===== src/rtl/local_input_unit_if.sv =====
// Local input port bundle between the PE injection link, the switch
// allocator and the local input unit. The unit uses the slave modport,
// and the PE/allocator side uses the master modport.
interface local_input_unit_if #(
  parameter int DEPTH  = 4,
  parameter int FLIT_W = 20
);
  localparam int CNT_W = $clog2(DEPTH) + 1;

  // PE -> unit
  logic [FLIT_W-1:0] in;
  logic              vi;
  // node identity (quasi-static)
  logic [1:0]        my_cluster;
  logic [1:0]        my_local;
  // allocator -> unit
  logic              grant;
  // unit -> allocator / PE
  logic [FLIT_W-1:0] head;
  logic              head_valid;
  logic              dst_here;
  logic              dst_cluster_eq;
  logic              co;
  logic [CNT_W-1:0]  count;
  logic              overflow;

  modport slave (
    input  in, vi, my_cluster, my_local, grant,
    output head, head_valid, dst_here, dst_cluster_eq, co, count, overflow
  );

  modport master (
    output in, vi, my_cluster, my_local, grant,
    input  head, head_valid, dst_here, dst_cluster_eq, co, count, overflow
  );
endinterface


===== src/rtl/local_input_unit.sv =====
// Credit-based receiving end of the PE injection link. Buffers incoming
// flits in a DEPTH-entry FIFO, presents the head flit with its destination
// classification to the switch allocator, and returns one credit pulse per
// flit drained.
module local_input_unit #(
  parameter int DEPTH  = 4,
  parameter int FLIT_W = 20
) (
  input logic              clk,
  input logic              rst,
  local_input_unit_if.slave lbus
);
  localparam int PTR_W = (DEPTH > 1) ? $clog2(DEPTH) : 1;
  localparam int CNT_W = $clog2(DEPTH) + 1;
  localparam logic [CNT_W-1:0] FULL_COUNT = CNT_W'(DEPTH);

  // Flit field positions: {dst_cluster, dst_local, payload}
  localparam int CL_HI = FLIT_W - 1;
  localparam int CL_LO = FLIT_W - 2;
  localparam int LC_HI = FLIT_W - 3;
  localparam int LC_LO = FLIT_W - 4;

  // FIFO storage; contents need no reset since head is gated by occupancy.
  logic [FLIT_W-1:0] mem_q [DEPTH];

  logic [PTR_W-1:0] rd_ptr_q, rd_ptr_d;
  logic [PTR_W-1:0] wr_ptr_q, wr_ptr_d;
  logic [CNT_W-1:0] count_q,  count_d;
  logic             co_q,     co_d;
  logic             overflow_q, overflow_d;

  logic empty;
  logic full;
  logic deq;
  logic enq;
  logic drop;
  logic [FLIT_W-1:0] head_raw;
  logic [FLIT_W-1:0] head_flit;
  logic              cluster_match;
  logic              local_match;

  // Occupancy flags and handshake decode. Full is judged after a same-cycle
  // dequeue, so a grant on a full FIFO makes room for the arriving flit.
  always_comb begin
    empty = (count_q == '0);
    full  = (count_q == FULL_COUNT);
    deq   = lbus.grant & ~empty;
    enq   = lbus.vi & (~full | deq);
    drop  = lbus.vi & full & ~deq;
  end

  // Next-state for pointers, occupancy, credit pulse and sticky overflow.
  always_comb begin
    rd_ptr_d   = rd_ptr_q;
    wr_ptr_d   = wr_ptr_q;
    count_d    = count_q;
    co_d       = deq;
    overflow_d = overflow_q | drop;
    if (deq) begin
      rd_ptr_d = (rd_ptr_q == PTR_W'(DEPTH - 1)) ? '0 : rd_ptr_q + 1'b1;
    end
    if (enq) begin
      wr_ptr_d = (wr_ptr_q == PTR_W'(DEPTH - 1)) ? '0 : wr_ptr_q + 1'b1;
    end
    case ({enq, deq})
      2'b10:   count_d = count_q + 1'b1;
      2'b01:   count_d = count_q - 1'b1;
      default: count_d = count_q;
    endcase
  end

  // Control state: asynchronous clear so a reset discards buffered flits
  // and cancels any pending credit immediately.
  always_ff @(posedge clk or posedge rst) begin
    if (rst) begin
      rd_ptr_q   <= '0;
      wr_ptr_q   <= '0;
      count_q    <= '0;
      co_q       <= 1'b0;
      overflow_q <= 1'b0;
    end else begin
      rd_ptr_q   <= rd_ptr_d;
      wr_ptr_q   <= wr_ptr_d;
      count_q    <= count_d;
      co_q       <= co_d;
      overflow_q <= overflow_d;
    end
  end

  // Storage write: one entry per slot, written when the write pointer selects it.
  genvar gi;
  generate
    for (gi = 0; gi < DEPTH; gi++) begin : g_slot
      always_ff @(posedge clk) begin
        if (enq && (wr_ptr_q == PTR_W'(gi))) begin
          mem_q[gi] <= lbus.in;
        end
      end
    end
  endgenerate

  // Head read is combinational from registered storage so a flit written on
  // one edge is grantable in the very next cycle.
  always_comb begin
    head_raw      = mem_q[rd_ptr_q];
    head_flit     = empty ? '0 : head_raw;
    cluster_match = (head_flit[CL_HI:CL_LO] == lbus.my_cluster);
    local_match   = (head_flit[LC_HI:LC_LO] == lbus.my_local);
  end

  assign lbus.head           = head_flit;
  assign lbus.head_valid     = ~empty;
  assign lbus.dst_cluster_eq = ~empty & cluster_match;
  assign lbus.dst_here       = ~empty & cluster_match & local_match;
  assign lbus.co             = co_q;
  assign lbus.count          = count_q;
  assign lbus.overflow       = overflow_q;
endmodule


===== src/flat_wrapper.sv =====
// flat-port wrapper written by rule: the top's interface ports become plain ports
module local_input_unit_flat 
#(
  parameter int DEPTH  = 4,
  parameter int FLIT_W = 20
)
  (clk, rst, lbus_in, lbus_vi, lbus_my_cluster, lbus_my_local, lbus_grant, lbus_head, lbus_head_valid, lbus_dst_here, lbus_dst_cluster_eq, lbus_co, lbus_count, lbus_overflow);
  local_input_unit_if #(.DEPTH(DEPTH), .FLIT_W(FLIT_W)) lbus_i ();
  input logic clk;
  input logic rst;
  input wire logic [$bits(lbus_i.in)-1:0] lbus_in;
  input wire logic [$bits(lbus_i.vi)-1:0] lbus_vi;
  input wire logic [$bits(lbus_i.my_cluster)-1:0] lbus_my_cluster;
  input wire logic [$bits(lbus_i.my_local)-1:0] lbus_my_local;
  input wire logic [$bits(lbus_i.grant)-1:0] lbus_grant;
  output wire logic [$bits(lbus_i.head)-1:0] lbus_head;
  output wire logic [$bits(lbus_i.head_valid)-1:0] lbus_head_valid;
  output wire logic [$bits(lbus_i.dst_here)-1:0] lbus_dst_here;
  output wire logic [$bits(lbus_i.dst_cluster_eq)-1:0] lbus_dst_cluster_eq;
  output wire logic [$bits(lbus_i.co)-1:0] lbus_co;
  output wire logic [$bits(lbus_i.count)-1:0] lbus_count;
  output wire logic [$bits(lbus_i.overflow)-1:0] lbus_overflow;
  assign lbus_i.in = lbus_in;
  assign lbus_i.vi = lbus_vi;
  assign lbus_i.my_cluster = lbus_my_cluster;
  assign lbus_i.my_local = lbus_my_local;
  assign lbus_i.grant = lbus_grant;
  assign lbus_head = lbus_i.head;
  assign lbus_head_valid = lbus_i.head_valid;
  assign lbus_dst_here = lbus_i.dst_here;
  assign lbus_dst_cluster_eq = lbus_i.dst_cluster_eq;
  assign lbus_co = lbus_i.co;
  assign lbus_count = lbus_i.count;
  assign lbus_overflow = lbus_i.overflow;
  local_input_unit #(.DEPTH(DEPTH), .FLIT_W(FLIT_W)) u_core (.clk(clk), .rst(rst), .lbus(lbus_i));
endmodule

===== config.mk =====
export PLATFORM = sky130hd
export DESIGN_NAME = local_input_unit_flat
export DESIGN_NICKNAME = d
export VERILOG_FILES = /design/src/rtl/local_input_unit_if.sv /design/src/rtl/local_input_unit.sv /design/src/flat_wrapper.sv
export SDC_FILE = /design/constraint.sdc
export NUM_CORES = 1
export LEC_CHECK = 0
export CAP_MARGIN = 30
export CORE_ASPECT_RATIO = 0.5
export CORE_MARGIN = 10
export CORE_UTILIZATION = 30
export CTS_BUF_LIST = sky130_fd_sc_hd__clkbuf_4
export DETAILED_ROUTE_END_ITERATION = 6
export MAX_ROUTING_LAYER = met4
export PLACE_DENSITY_LB_ADDON = 0.1
export SYNTH_ARGS = -nofsm -noshare
export SYNTH_HDL_FRONTEND = slang
export SYNTH_SLANG_ARGS = --single-unit

===== constraint.sdc =====
create_clock -name clk -period 2.1 [get_ports clk]
set_input_delay 0.42 -clock clk [delete_from_list [all_inputs] [get_ports clk]]
set_output_delay 0.42 -clock clk [all_outputs]
set_load 0.005 [all_outputs]

==> results_tabular.tex <==
\begin{tabular}{lr}
\hline
Metric & Value \\
\hline
\multicolumn{2}{l}{\textbf{GRT}} \\
Global routing usage on met1 & 0.116 \\
Overall Global Routing Usage & 0.0967 \\
Initial antenna violation count & 0 \\
Global-route met3 utilization & 0.0314 \\
Vias in the first global route & 2093 \\
Global Route met2 Usage & 0.152 \\
Busiest metal layer after global routing & met2 \\
Largest net degree at the start of global routing & 23 \\
Global-route wire length before repair & 12.1 mm \\
GRT Residual Overflow & 0 \\
\multicolumn{2}{l}{\textbf{Finish}} \\
Number of nets in the final layout & 327 \\
End-of-flow core utilization & 0.432 \\
Commonest cells after routing, fill and taps aside & 80 x edfxtp\_1, 32 x clkdlybuf4s50\_1, 31 x buf\_6 \\
N\_diodes & 0 \\
FILL cells & 1057 \\
Most frequent standard cell in the layout excluding fill and tap cells & edfxtp\_1 \\
Multi-input gate area in the final layout & 950 sq um \\
Relative area change from synthesis to final layout & 41.6\% \\
Layout Cells excl Fill & 462 \\
Ratio of cells with drive above 1 in the final layout & 0.458 \\
Combined flip-flop and latch cell area & 0.00263 sq mm \\
\multicolumn{2}{l}{\textbf{Placement}} \\
I/O Buffers & 55 \\
Routability congestion estimate from global placement & 0.763 \\
HPWL after detailed placement & 5.00 mm \\
Number of placed instances, taps included & 423 \\
\multicolumn{2}{l}{\textbf{Timing}} \\
Tmin final & 2670 ps \\
RSZ-0062 raised after global routing & true \\
Post-route fraction of the period consumed by the critical path & 1.27 \\
Final Setup Violations & 22 \\
Slack of the critical path & -571 ps \\
Fin Setup TNS & -8080 ps \\
Hold violation count in the final report & 0 \\
Number of pins with negative max-slew slack in the final report & 0 \\
Worst slew margin relative to its limit & 0.728 \\
Clock Skew & 17.7 ps \\
Highest attainable clock frequency & 374 MHz \\
Pin slew with the least headroom to its limit & 408 ps \\
\multicolumn{2}{l}{\textbf{Floorplanning}} \\
Die width & 175 um \\
Placement row count & 28 \\
Core area & 0.0117 sq mm \\
Initial cell density of the core & 0.305 \\
Overall die area & 0.0170 sq mm \\
Count of pins on the block boundary & 56 \\
Chip height & 97.3 um \\
\multicolumn{2}{l}{\textbf{Clock tree}} \\
Post-CTS clock slew at the launch and capture registers of the worst setup and hold paths & 130 ps \\
Root Buffer & clkbuf\_4 \\
Clock buffer depth & 2 \\
Clock network latency to the later pin of the worst-skew pair & 440 ps \\
CTS Hold Buffers Added & 0 \\
Number of clock sinks seen by CTS & 89 \\
Htree depth & 3 \\
CTS Buf Count & 9 \\
Clock tree from TritonCTS & yes \\
\multicolumn{2}{l}{\textbf{Hold path}} \\
Path category of the worst min-delay check & in -> async \\
\multicolumn{2}{l}{\textbf{Logic synthesis}} \\
Net Count, Synth & 216 \\
Share of synthesized registers carrying an async set or reset & 0.101 \\
Synth Instances & 181 \\
Post-synth top flop & edfxtp\_1 \\
Mapped Area & 0.00358 sq mm \\
Unique masters post-synth & 30 \\
Synthesis-stage register bit count & 89 \\
Average cell area after synthesis & 19.8 sq um \\
Number of warnings issued by yosys & 0 \\
Register area share after synthesis & 0.734 \\
Cell taking the most area after synthesis & edfxtp\_1 \\
Number of synthesized flops with an enable pin & 80 \\
Area fraction of the dominant cell type after synthesis & 0.671 \\
Top cells by area, synth & edfxtp\_1 67\%, mux4\_2 11\%, dfrtp\_1 6.3\%, and2\_1 4.0\%, ha\_1 2.1\% \\
\multicolumn{2}{l}{\textbf{Power}} \\
Static leakage & 1.88 nW \\
PD cells & 1380 mW/mm\^{}2 \\
Highest ir drop seen on vdd & 424 uV \\
\multicolumn{2}{l}{\textbf{Routing}} \\
Number of DRC violations after detailed routing & 0 \\
Drt via density & 4.26 \\
Initial drt markers & 70 \\
DR pass1 iterations & 4 \\
Routed WL per cell & 16.9 um \\
Final routed wirelength across all metal layers & 7.81 mm \\
Antenna Violating Nets Remaining & 0 \\
Vias & 1966 \\
\multicolumn{2}{l}{\textbf{Critical path}} \\
Worst R2R Path Depth & 10 \\
Internal reg-to-reg setup slack & 60 ps \\
Critical register-to-register path endpoint & u\_core.lbus.count[2]\$\_DFFE\_PP0P\_ \\
Data required time at the worst endpoint & 1680 ps \\
Worst setup path category & reg -> out \\
Worst R2R Start & u\_core.lbus.count[0]\$\_DFFE\_PP0P\_ \\
Startpoint type of the worst setup path & flip-flop \\
Endpoint arrival time on the critical path & 2250 ps \\
Largest driver fanout on the critical path & 3 \\
Nature of the critical path endpoint & output port \\
\multicolumn{2}{l}{\textbf{Outcome}} \\
Run status & complete, but fails checks \\
Violations in the final reports & negative setup slack \\
\multicolumn{2}{l}{\textbf{Run}} \\
Maxcap violations & 0 \\
\hline
\end{tabular}
## worst max-delay path, stage by stage (launching register included)
cell and delay (ps):
dfrtp_2 430, buf_6 110, mux4_2 500, and2_4 160
or4_1 390, a21boi_1 120, buf_2 130
## registers in the layout, summed over array words and instances (netlist names)
register and cells:
u_core.mem_q 80, u_core.lbus.count 3, u_core.rd_ptr_q 2, u_core.wr_ptr_q 2
u_core.lbus.co 1, u_core.lbus.overflow 1
## metrics by stage
| step | hold slack (ps) | cell area (sq um) | total power [mW] | worst slack (ps) |
|---|---|---|---|---|
| 4_1_cts | 240 | 4930 | 6.79 | -639 |
| 2_1_floorplan | 248 | 3590 | 3.80 | 6.13 |
| 5_1_grt | 267 | 5070 | 7.50 | -682 |
| 6_report | 283 | 5070 | 7.02 | -571 |
| 3_3_place_gp | 436 | 4560 | 5.30 | -480 |
| 3_5_place_dp | 445 | 4560 | 5.33 | -472 |
## kinds of logic after synthesis
logic type	count (synthesis)	share of synthesized area
DFF	89	0.734
and+or+nand+nor	36	0.0612
muxes	22	0.134
buffers and inverters	15	0.0185
adders and majority gates	7	0.0266
AOI/OAI and AO/OA	6	0.0115
xor gates and xnor gates	6	0.0147
## how the worst max path moves through the flow
stage / start / end / slack (ps) / depth (start not counted)
final: u_core.rd_ptr_q[0]$_DFFE_PP0P_ / lbus_dst_here / -570 / 6
after global placement: u_core.rd_ptr_q[0]$_DFFE_PP0P_ / lbus_dst_here / -480 / 5
after floorplan: u_core.rd_ptr_q[0]$_DFFE_PP0P_ / lbus_dst_here / 6 / 4
after detailed placement: u_core.rd_ptr_q[0]$_DFFE_PP0P_ / lbus_dst_here / -470 / 5
after global routing: u_core.rd_ptr_q[0]$_DFFE_PP0P_ / lbus_dst_here / -680 / 6
after CTS: u_core.rd_ptr_q[0]$_DFFE_PP0P_ / lbus_dst_here / -640 / 6
## report_power, final
part	internal, mW	total, mW	switching [mW]	leakage (nW)
combinational	2.32	3.62	1.31	0.964
sequential	2.33	2.45	0.117	0.838
clock	0.388	0.939	0.551	0.0768
total	5.04	7.02	1.97	1.88
## layout make-up
class,count,share of cell area
clock buffers,11,0.0163
flip-flops and latches,89,0.518
well taps,165,0.0407
inverters,8,0.00592
multi-input cells,77,0.187
repair buffers,107,0.221
clock inverters,5,0.0111
## synth_stat cells (2+ instances only)
library cell and number:
nor2_1 2, and2_1 23, inv_1 8, ha_1 6
mux4_1 2, clkbuf_1 3, buf_2 2, mux4_2 18
xnor2_1 4, xor2_1 2, edfxtp_1 80, a21o_1 2
o21ai_0 2, dfrtp_1 9, nand2_1 3
## layer usage
layer | wire (um) | vias up
met5 | 0 | -
met4 | 89 | 0
met3 | 250 | 8
met2 | 3890 | 38
met1 | 3580 | 996
li1 | - | 924
## repair_timing
item / CTS / global route
setup endpoints to repair: 25 / 25
cloned: 1 / 0
buffers inserted: 18 / 10
pin swaps: 7 / 19
resized for setup: 113 / 43
No activity file was read; power rests on OpenSTA's default activity.
